`src/rtl/regfile_access_ctrl_if.sv`:
```
// regfile_access_ctrl_if: issue, operand, writeback and register-file signal bundle
interface regfile_access_ctrl_if #(
  parameter int DATA_W = 12,
  parameter int ADDR_W = 3,
  parameter int CNT_W  = 8
);
  logic                    issue_valid;
  logic                    issue_ready;
  logic [ADDR_W-1:0]       issue_src1;
  logic [ADDR_W-1:0]       issue_src2;
  logic [ADDR_W-1:0]       issue_dst;
  logic                    issue_wr;
  logic                    op_valid;
  logic                    op_ready;
  logic [DATA_W-1:0]       op_a;
  logic [DATA_W-1:0]       op_b;
  logic [ADDR_W-1:0]       op_dst;
  logic                    op_wr;
  logic                    wb_valid;
  logic [ADDR_W-1:0]       wb_addr;
  logic [DATA_W-1:0]       wb_data;
  logic [ADDR_W-1:0]       rf_read_addr1;
  logic [ADDR_W-1:0]       rf_read_addr2;
  logic [DATA_W-1:0]       rf_read_out1;
  logic [DATA_W-1:0]       rf_read_out2;
  logic [ADDR_W-1:0]       rf_write_addr;
  logic [DATA_W-1:0]       rf_data_in;
  logic                    rf_write_en;
  logic [(2**ADDR_W)-1:0]  pending;
  logic [CNT_W-1:0]        stall_cnt;
  modport master (
    input  issue_valid, issue_src1, issue_src2, issue_dst, issue_wr,
    input  op_ready, wb_valid, wb_addr, wb_data, rf_read_out1, rf_read_out2,
    output issue_ready, op_valid, op_a, op_b, op_dst, op_wr,
    output rf_read_addr1, rf_read_addr2, rf_write_addr, rf_data_in, rf_write_en,
    output pending, stall_cnt
  );
  modport slave (
    output issue_valid, issue_src1, issue_src2, issue_dst, issue_wr,
    output op_ready, wb_valid, wb_addr, wb_data, rf_read_out1, rf_read_out2,
    input  issue_ready, op_valid, op_a, op_b, op_dst, op_wr,
    input  rf_read_addr1, rf_read_addr2, rf_write_addr, rf_data_in, rf_write_en,
    input  pending, stall_cnt
  );
endinterface

```
`src/rtl/regfile_access_ctrl.sv`:
```
// regfile_access_ctrl: register-file initiator with pending-write scoreboard, writeback bypass and operand slot
module regfile_access_ctrl #(
  parameter int DATA_W = 12,
  parameter int ADDR_W = 3,
  parameter int CNT_W  = 8
) (
  input logic                  clk,
  input logic                  reset,
  regfile_access_ctrl_if.master bus
);
  localparam int NREG = 2**ADDR_W;
  typedef enum logic {EMPTY, FULL} slot_e;
  slot_e             state_q;
  logic [DATA_W-1:0] op_a_q, op_b_q;
  logic [ADDR_W-1:0] op_dst_q;
  logic              op_wr_q;
  logic [NREG-1:0]   pending_q, pending_d;
  logic [CNT_W-1:0]  stall_cnt_q;
  logic              byp1, byp2, hazard, slot_free, ready, accept;
  assign byp1      = bus.wb_valid && bus.wb_addr == bus.issue_src1;
  assign byp2      = bus.wb_valid && bus.wb_addr == bus.issue_src2;
  assign hazard    = (pending_q[bus.issue_src1] && !byp1) || (pending_q[bus.issue_src2] && !byp2);
  assign slot_free = state_q == EMPTY || bus.op_ready;
  assign ready     = slot_free && !hazard;
  assign accept    = bus.issue_valid && ready;
  // a new writer to the same register outranks a writeback retiring the older one
  always_comb
    for (int i = 0; i < NREG; i++)
      pending_d[i] = (accept && bus.issue_wr && bus.issue_dst == ADDR_W'(i)) ? 1'b1 :
                     (bus.wb_valid && bus.wb_addr == ADDR_W'(i)) ? 1'b0 : pending_q[i];
  always_ff @(posedge clk) begin
    if (reset) begin
      state_q     <= EMPTY;
      op_a_q      <= '0;
      op_b_q      <= '0;
      op_dst_q    <= '0;
      op_wr_q     <= 1'b0;
      pending_q   <= '0;
      stall_cnt_q <= '0;
    end else begin
      pending_q <= pending_d;
      if (bus.issue_valid && !ready && stall_cnt_q != '1)
        stall_cnt_q <= stall_cnt_q + CNT_W'(1);
      if (accept) begin
        state_q  <= FULL;
        op_a_q   <= byp1 ? bus.wb_data : bus.rf_read_out1;
        op_b_q   <= byp2 ? bus.wb_data : bus.rf_read_out2;
        op_dst_q <= bus.issue_dst;
        op_wr_q  <= bus.issue_wr;
      end else if (bus.op_ready) begin
        state_q <= EMPTY;
      end
    end
  end
  assign bus.issue_ready   = ready;
  assign bus.op_valid      = state_q == FULL;
  assign bus.op_a          = op_a_q;
  assign bus.op_b          = op_b_q;
  assign bus.op_dst        = op_dst_q;
  assign bus.op_wr         = op_wr_q;
  assign bus.rf_read_addr1 = bus.issue_src1;
  assign bus.rf_read_addr2 = bus.issue_src2;
  assign bus.rf_write_addr = bus.wb_addr;
  assign bus.rf_data_in    = bus.wb_data;
  assign bus.rf_write_en   = bus.wb_valid && !reset;
  assign bus.pending       = pending_q;
  assign bus.stall_cnt     = stall_cnt_q;
endmodule

```
`src/flat_wrapper.sv`:
```
// flat-port wrapper written by rule: the top's interface ports become plain ports
module regfile_access_ctrl_flat 
#(
  parameter int DATA_W = 12,
  parameter int ADDR_W = 3,
  parameter int CNT_W  = 8
)
  (clk, reset, bus_issue_valid, bus_issue_src1, bus_issue_src2, bus_issue_dst, bus_issue_wr, bus_op_ready, bus_wb_valid, bus_wb_addr, bus_wb_data, bus_rf_read_out1, bus_rf_read_out2, bus_issue_ready, bus_op_valid, bus_op_a, bus_op_b, bus_op_dst, bus_op_wr, bus_rf_read_addr1, bus_rf_read_addr2, bus_rf_write_addr, bus_rf_data_in, bus_rf_write_en, bus_pending, bus_stall_cnt);
  regfile_access_ctrl_if #(.DATA_W(DATA_W), .ADDR_W(ADDR_W), .CNT_W(CNT_W)) bus_i ();
  input logic clk;
  input logic reset;
  input wire logic [$bits(bus_i.issue_valid)-1:0] bus_issue_valid;
  input wire logic [$bits(bus_i.issue_src1)-1:0] bus_issue_src1;
  input wire logic [$bits(bus_i.issue_src2)-1:0] bus_issue_src2;
  input wire logic [$bits(bus_i.issue_dst)-1:0] bus_issue_dst;
  input wire logic [$bits(bus_i.issue_wr)-1:0] bus_issue_wr;
  input wire logic [$bits(bus_i.op_ready)-1:0] bus_op_ready;
  input wire logic [$bits(bus_i.wb_valid)-1:0] bus_wb_valid;
  input wire logic [$bits(bus_i.wb_addr)-1:0] bus_wb_addr;
  input wire logic [$bits(bus_i.wb_data)-1:0] bus_wb_data;
  input wire logic [$bits(bus_i.rf_read_out1)-1:0] bus_rf_read_out1;
  input wire logic [$bits(bus_i.rf_read_out2)-1:0] bus_rf_read_out2;
  output wire logic [$bits(bus_i.issue_ready)-1:0] bus_issue_ready;
  output wire logic [$bits(bus_i.op_valid)-1:0] bus_op_valid;
  output wire logic [$bits(bus_i.op_a)-1:0] bus_op_a;
  output wire logic [$bits(bus_i.op_b)-1:0] bus_op_b;
  output wire logic [$bits(bus_i.op_dst)-1:0] bus_op_dst;
  output wire logic [$bits(bus_i.op_wr)-1:0] bus_op_wr;
  output wire logic [$bits(bus_i.rf_read_addr1)-1:0] bus_rf_read_addr1;
  output wire logic [$bits(bus_i.rf_read_addr2)-1:0] bus_rf_read_addr2;
  output wire logic [$bits(bus_i.rf_write_addr)-1:0] bus_rf_write_addr;
  output wire logic [$bits(bus_i.rf_data_in)-1:0] bus_rf_data_in;
  output wire logic [$bits(bus_i.rf_write_en)-1:0] bus_rf_write_en;
  output wire logic [$bits(bus_i.pending)-1:0] bus_pending;
  output wire logic [$bits(bus_i.stall_cnt)-1:0] bus_stall_cnt;
  assign bus_i.issue_valid = bus_issue_valid;
  assign bus_i.issue_src1 = bus_issue_src1;
  assign bus_i.issue_src2 = bus_issue_src2;
  assign bus_i.issue_dst = bus_issue_dst;
  assign bus_i.issue_wr = bus_issue_wr;
  assign bus_i.op_ready = bus_op_ready;
  assign bus_i.wb_valid = bus_wb_valid;
  assign bus_i.wb_addr = bus_wb_addr;
  assign bus_i.wb_data = bus_wb_data;
  assign bus_i.rf_read_out1 = bus_rf_read_out1;
  assign bus_i.rf_read_out2 = bus_rf_read_out2;
  assign bus_issue_ready = bus_i.issue_ready;
  assign bus_op_valid = bus_i.op_valid;
  assign bus_op_a = bus_i.op_a;
  assign bus_op_b = bus_i.op_b;
  assign bus_op_dst = bus_i.op_dst;
  assign bus_op_wr = bus_i.op_wr;
  assign bus_rf_read_addr1 = bus_i.rf_read_addr1;
  assign bus_rf_read_addr2 = bus_i.rf_read_addr2;
  assign bus_rf_write_addr = bus_i.rf_write_addr;
  assign bus_rf_data_in = bus_i.rf_data_in;
  assign bus_rf_write_en = bus_i.rf_write_en;
  assign bus_pending = bus_i.pending;
  assign bus_stall_cnt = bus_i.stall_cnt;
  regfile_access_ctrl #(.DATA_W(DATA_W), .ADDR_W(ADDR_W), .CNT_W(CNT_W)) u_core (.clk(clk), .reset(reset), .bus(bus_i));
endmodule
```
`config.mk`:
```
export PLATFORM = sky130hd
export DESIGN_NAME = regfile_access_ctrl_flat
export DESIGN_NICKNAME = d
export VERILOG_FILES = /design/src/rtl/regfile_access_ctrl_if.sv /design/src/rtl/regfile_access_ctrl.sv /design/src/flat_wrapper.sv
export SDC_FILE = /design/constraint.sdc
export NUM_CORES = 1
export LEC_CHECK = 0
export ABC_AREA = 1
export BUFFER_PORTS_ARGS = -buffer_cell sky130_fd_sc_hd__buf_2
export CORE_UTILIZATION = 50
export CTS_BUF_LIST = sky130_fd_sc_hd__clkbuf_16
export DETAILED_ROUTE_END_ITERATION = 8
export GPL_ROUTABILITY_DRIVEN = 0
export GPL_TIMING_DRIVEN = 0
export PLACE_DENSITY = 0.94
export SYNTH_ARGS = -nofsm -noshare
export SYNTH_HDL_FRONTEND = slang
export SYNTH_SLANG_ARGS = --single-unit
```
`constraint.sdc`:
```
create_clock -name clk -period 3.4 [get_ports clk]
set_input_delay 0.34 -clock clk [delete_from_list [all_inputs] [get_ports clk]]
set_output_delay 0.34 -clock clk [all_outputs]
set_load 0.05 [all_outputs]
```
After elaboration in Yosys (flattened, before gate mapping) --
Index checks and enable logic that the tools add are counted.
Word-level totals: bits in registers 45, bits of input ports 54, word-level logic and storage cells 103
Operators by class: $add $sub $neg 1, magnitude comparators 2, equal/unequal tests 17, multiplexer cells 24, bitwise operators 1, reductions and logical operators 44
Operators with widths (count):
- $logic_and A1 B1 Y1 | 26
- $eq A3 B3 Y1 const B | 8
- $mux W12 | 2
- $mux W1 | 20
- $reduce_bool A2 Y1 | 9
- $eq A3 B2 Y1 const B | 4
- $add A8 B1 Y8 const B | 1
- $lt A3 B4 Y1 const B | 2
- $ne A8 B8 Y1 const B | 1
- $bmux W1 S3 | 2
- $eq A3 B1 Y1 const B | 2
- $eq A3 B3 Y1 | 2
- $logic_not A3 Y1 | 2
- $logic_not A1 Y1 | 5
- $logic_or A1 B1 Y1 | 2
- $not A1 Y1 | 1

Longest topological paths before layout --
word-level depth 11, mapped depth 13

Worst setup path after synthesis --
Ideal clock, no wire load.
path kind register to register, from register u_core.stall_cnt_q[0] (netlist: u_core.bus.stall_cnt[0]), to register u_core.stall_cnt_q[1] (netlist: u_core.bus.stall_cnt[1]), library setup time 0.114 ns, data arrival time 1.851 ns, required time 3.286 ns, setup slack 1.434 ns, cell stages (with the launch flop) 9, path through dfxtp_1 > ha_1 > nand3_1 > nor2_1 > a31oi_1 > nand2_1 > inv_1 > nor2_1 > nor2_1
Between the ends: word-level cells in the longest chain between the ends 2, elaborated cells between the ends (all ways) 3, those cells by class 1 x add/sub; 1 x eq/ne; 1 x reduce/logical
Ends and longest elaborated chain:
- start: declaration | RTL line regfile_access_ctrl.sv:18 | logic [CNT_W-1:0] stall_cnt_q;
- start signal: assignment | RTL line regfile_access_ctrl.sv:43 | stall_cnt_q <= stall_cnt_q + CNT_W'(1);
- parallel branches: the longest is 2 deep, another holds $add A8 B1 Y8
Parallel ways; which one is timed is not known. A chain may end at the register's enable or synchronous reset.

Worst setup path after layout --
from input port bus_issue_src2[0], to output port bus_issue_ready
Between the ends: word-level cells in the longest chain between the ends 7, elaborated cells between the ends (all ways) 9, those cells by class 1 x eq/ne; 2 x mux; 6 x reduce/logical
Ends and longest elaborated chain:
- start: declaration | RTL line flat_wrapper.sv:14 | input wire logic [$bits(bus_i.issue_src2)-1:0] bus_issue_src2;
- parallel branches: the longest is 3 deep, another holds $bmux W1 S3
- $logic_and A1 B1 Y1 (*) | RTL line regfile_access_ctrl.sv:22 | assign hazard = (pending_q[bus.issue_src1] && !byp1) || (pending_q[bus.issue_src2] && !byp2);
- $logic_or A1 B1 Y1 (*) | RTL line regfile_access_ctrl.sv:22
- $logic_not A1 Y1 (*) | RTL line regfile_access_ctrl.sv:24 | assign ready = slot_free && !hazard;
- $logic_and A1 B1 Y1 (*) | RTL line regfile_access_ctrl.sv:24
- end: declaration | RTL line flat_wrapper.sv:23 | output wire logic [$bits(bus_i.issue_ready)-1:0] bus_issue_ready;
Mark *: on every way between the ends. The select of a mux whose other input is x is not followed.

==> flow_summary.ini <==
[pwr]
powerDensity_nw_per_um2 = 448
p_leak_nw = 1.82
peakVddDrop_mv = 0.496

[route]
met2_length_um = 3670
met3_length_um = 552
drc = 0
routed.top_layer = met4
post_drt_wl_per_cell_um = 12.3
antenna_left = 0
first_pass_iters = 5
wirelength_met1_um = 3000
routed_via_density = 5.14
drt-initial-drc-count = 308
vias = 3066
finalWirelength_um = 7320

[setup_path]
reg2reg_from = u_core.bus.stall_cnt[0]
arrival_ns = 1.82
required_ns = 3.06
path_delay_family = buffers and inverters
cp-startpoint = bus_issue_src2[0]
cp_slowest_cell = buf_2
slowest_delay_ns = 0.29
worstSetupStartpointType = input port
cp_num_buf_inv = 4
critical_path_peak_fanout = 10
path_cells = buf_2 -> inv_2 -> nand2_1 -> nand2_1 -> nor2_1 -> nand2_2 -> nand3_2 -> nand2_1 -> nor2_2 -> buf_2 -> buf_2
endpoint_kind = output port
worstSetupPathType = in -> out

[sta]
max_freq_mhz = 462
setup_viol = 0
hold_viol = 0
fin_crit_sh_pct = 63.7
grt_setup_unrepaired = false
slew_violations = 0
relSlewSlack_pct = 50.5
fin_skew_ns = 0.00557
tightest_slew_ns = 0.739
fin_crit_ns = 2.16
finalSetupTns_ns = 0
timing.final.ws_setup_ns = 1.24

[logic_synthesis]
synth-compound-area-share_pct = 14.5
synth_cell_type_count = 26
synth-xor-area-share_pct = 2.05
avgSynthCellArea_sq_um = 6.40
synth_fa_ha_area_share_pct = 0.488
synth_mux_area_share_pct = 0
syn-cell-area_sq_um = 2570
yosys_warnings = 0
synth-seq-cells = 45
synth_nets = 456
yosys.area_share.simple_pct = 32.6
synth-seq-area-share_pct = 35.1
synth_top_family_by_area = simple AND/OR/NAND/NOR gates
syn_inst = 401

[floorplan]
start_util_pct = 53.3
dieArea_sq_um = 5420
die_x_um = 73.6
fp-row-count = 25
core_area_sq_um = 4820
pin_count = 122
die_h_um = 73.6

[hold_path]
hold_class = in -> reg
min-delay-start = bus_issue_wr

[clock_tree]
cts_resized = 0
holdBufCountCts = 0
cts_buffer_depth = 2
cts-htree-levels = 2
clk_latency_ns = 0.28
cts_tree = built
cts_sinks = 45
clockRootBuffer = clkbuf_16
cts.clk_slew.worst_paths_ns = 0.06
cts_buffers = 5
postCtsSetupBuffers = 0

[place]
dpl.hpwl_um = 5840
portBuffers = 120
dp_slack_ns = 1.27

[global_route]
antenna_found_initial = 0
overflow = 0
grt_pass1_vias = 2530
grt_pass1_wl_um = 11000
grt_start_max_net_pins = 15
grt_use_total_pct = 26.2

[outcome]
status = finished, final reports clean

[cells_and_area]
nets = 583
regArea_sq_um = 901
syn2layout_area_growth_pct = 32.2
drive_gt1_share_pct = 31.2
multi_input_area_sq_um = 1270
num_antenna_cells = 0
fillCellCount = 435

[job]
drv_cap = 0
## tightest hold or removal path: stages
cell and delay, ns:
buf_2 0.09, nor2_1 0.04, nor2_1 0.08
## cell families (layout without fill, tap and decap cells)
logic type / after synthesis / after routing
simple gates: 201 / 201
buf+inv: 75 / 203
compound gates: 73 / 73
flops: 45 / 45
xor+xnor: 6 / 6
fa+ha+maj: 1 / 1
## power breakdown
part           internal, mW  total (mW)  switching (mW)
Combinational         0.136       0.481           0.345
Clock                 0.269       0.455           0.186
Sequential            0.563       0.584          0.0207
## registers in the layout (all words and copies together), names as in the netlist
name / cells
u_core.bus.op_a: 12
u_core.bus.stall_cnt: 8
u_core.bus.pending: 8
u_core.bus.op_dst: 3
u_core.bus.op_valid: 1
u_core.bus.op_b: 12
u_core.bus.op_wr: 1
## final cells by class
class	instances	area share [%]
Sequential cell	45	26.5
Clock buffer	5	3.69
Tap cell	67	2.47
Timing Repair Buffer	120	17.7
Clock inverter	3	0.516
Inverter	38	4.20
Multi-Input combinational cell	281	37.5
Buffer	37	7.37
## cells in the mapped netlist (all sizes together)
master | count | area [sq um]
clkbuf | 10 | 37.5
a21oi | 16 | 80.1
inv | 38 | 143
nor3 | 2 | 10.0
nand3b | 1 | 7.51
nand3 | 24 | 135
nand4 | 8 | 50.1
dfxtp | 45 | 901
xor2 | 3 | 26.3
buf | 27 | 213
or2 | 1 | 6.26
o31ai | 1 | 7.51
o211ai | 1 | 7.51
xnor2 | 3 | 26.3
nor2 | 80 | 303
nand2 | 85 | 324
o21ai | 54 | 270
a31oi | 1 | 6.26
ha | 1 | 12.5
## metrics by stage
| stage | utilization, % | power (mW) | hold WS, ns | instances | instance area, sq um |
|---|---|---|---|---|---|
| 2_1_floorplan | - | 0.943 | 0.475 | 401 | 2570 |
| 3_5_place_dp | 67.5 | 1.07 | 0.473 | 588 | 3250 |
| 3_3_place_gp | 67.5 | 1.06 | 0.450 | 588 | 3250 |
| 6_report | 70.4 | 1.52 | 0.304 | 596 | 3390 |
| 4_1_cts | 70.4 | 1.52 | 0.309 | 596 | 3390 |
| 5_1_grt | 70.4 | 1.58 | 0.349 | 596 | 3390 |
## cell usage in the layout, fill, tap and decap left out, drive strengths merged
cell,instances
buf,147
nand2,85
nor2,80
o21ai,54
dfxtp,45
inv,38
nand3,24
a21oi,16
clkbuf,15
nand4,8
xor2,3
xnor2,3
nor3,2
clkinv,2
or2,1
o211ai,1
a31oi,1
o31ai,1
nand3b,1
ha,1
clkinvlp,1
## per-layer routing
metal  GRT usage [%]  up-vias
met2            43.9      159
met5               0        -
met1            34.8     1380
met3            4.80       14
met4            6.41        0
li1                -     1513
## final timing paths
check | endpoint | slack, ns | cells after the start
setup / recovery | bus_issue_ready | 1.24 | 11
hold / removal | u_core.bus.op_wr | 0.30 | 3
setup reg to reg | u_core.bus.stall_cnt[3] | 1.41 | 7
hold reg to reg | u_core.bus.op_a[11] | 0.48 | 2
Power figures use the tool's default switching activity.
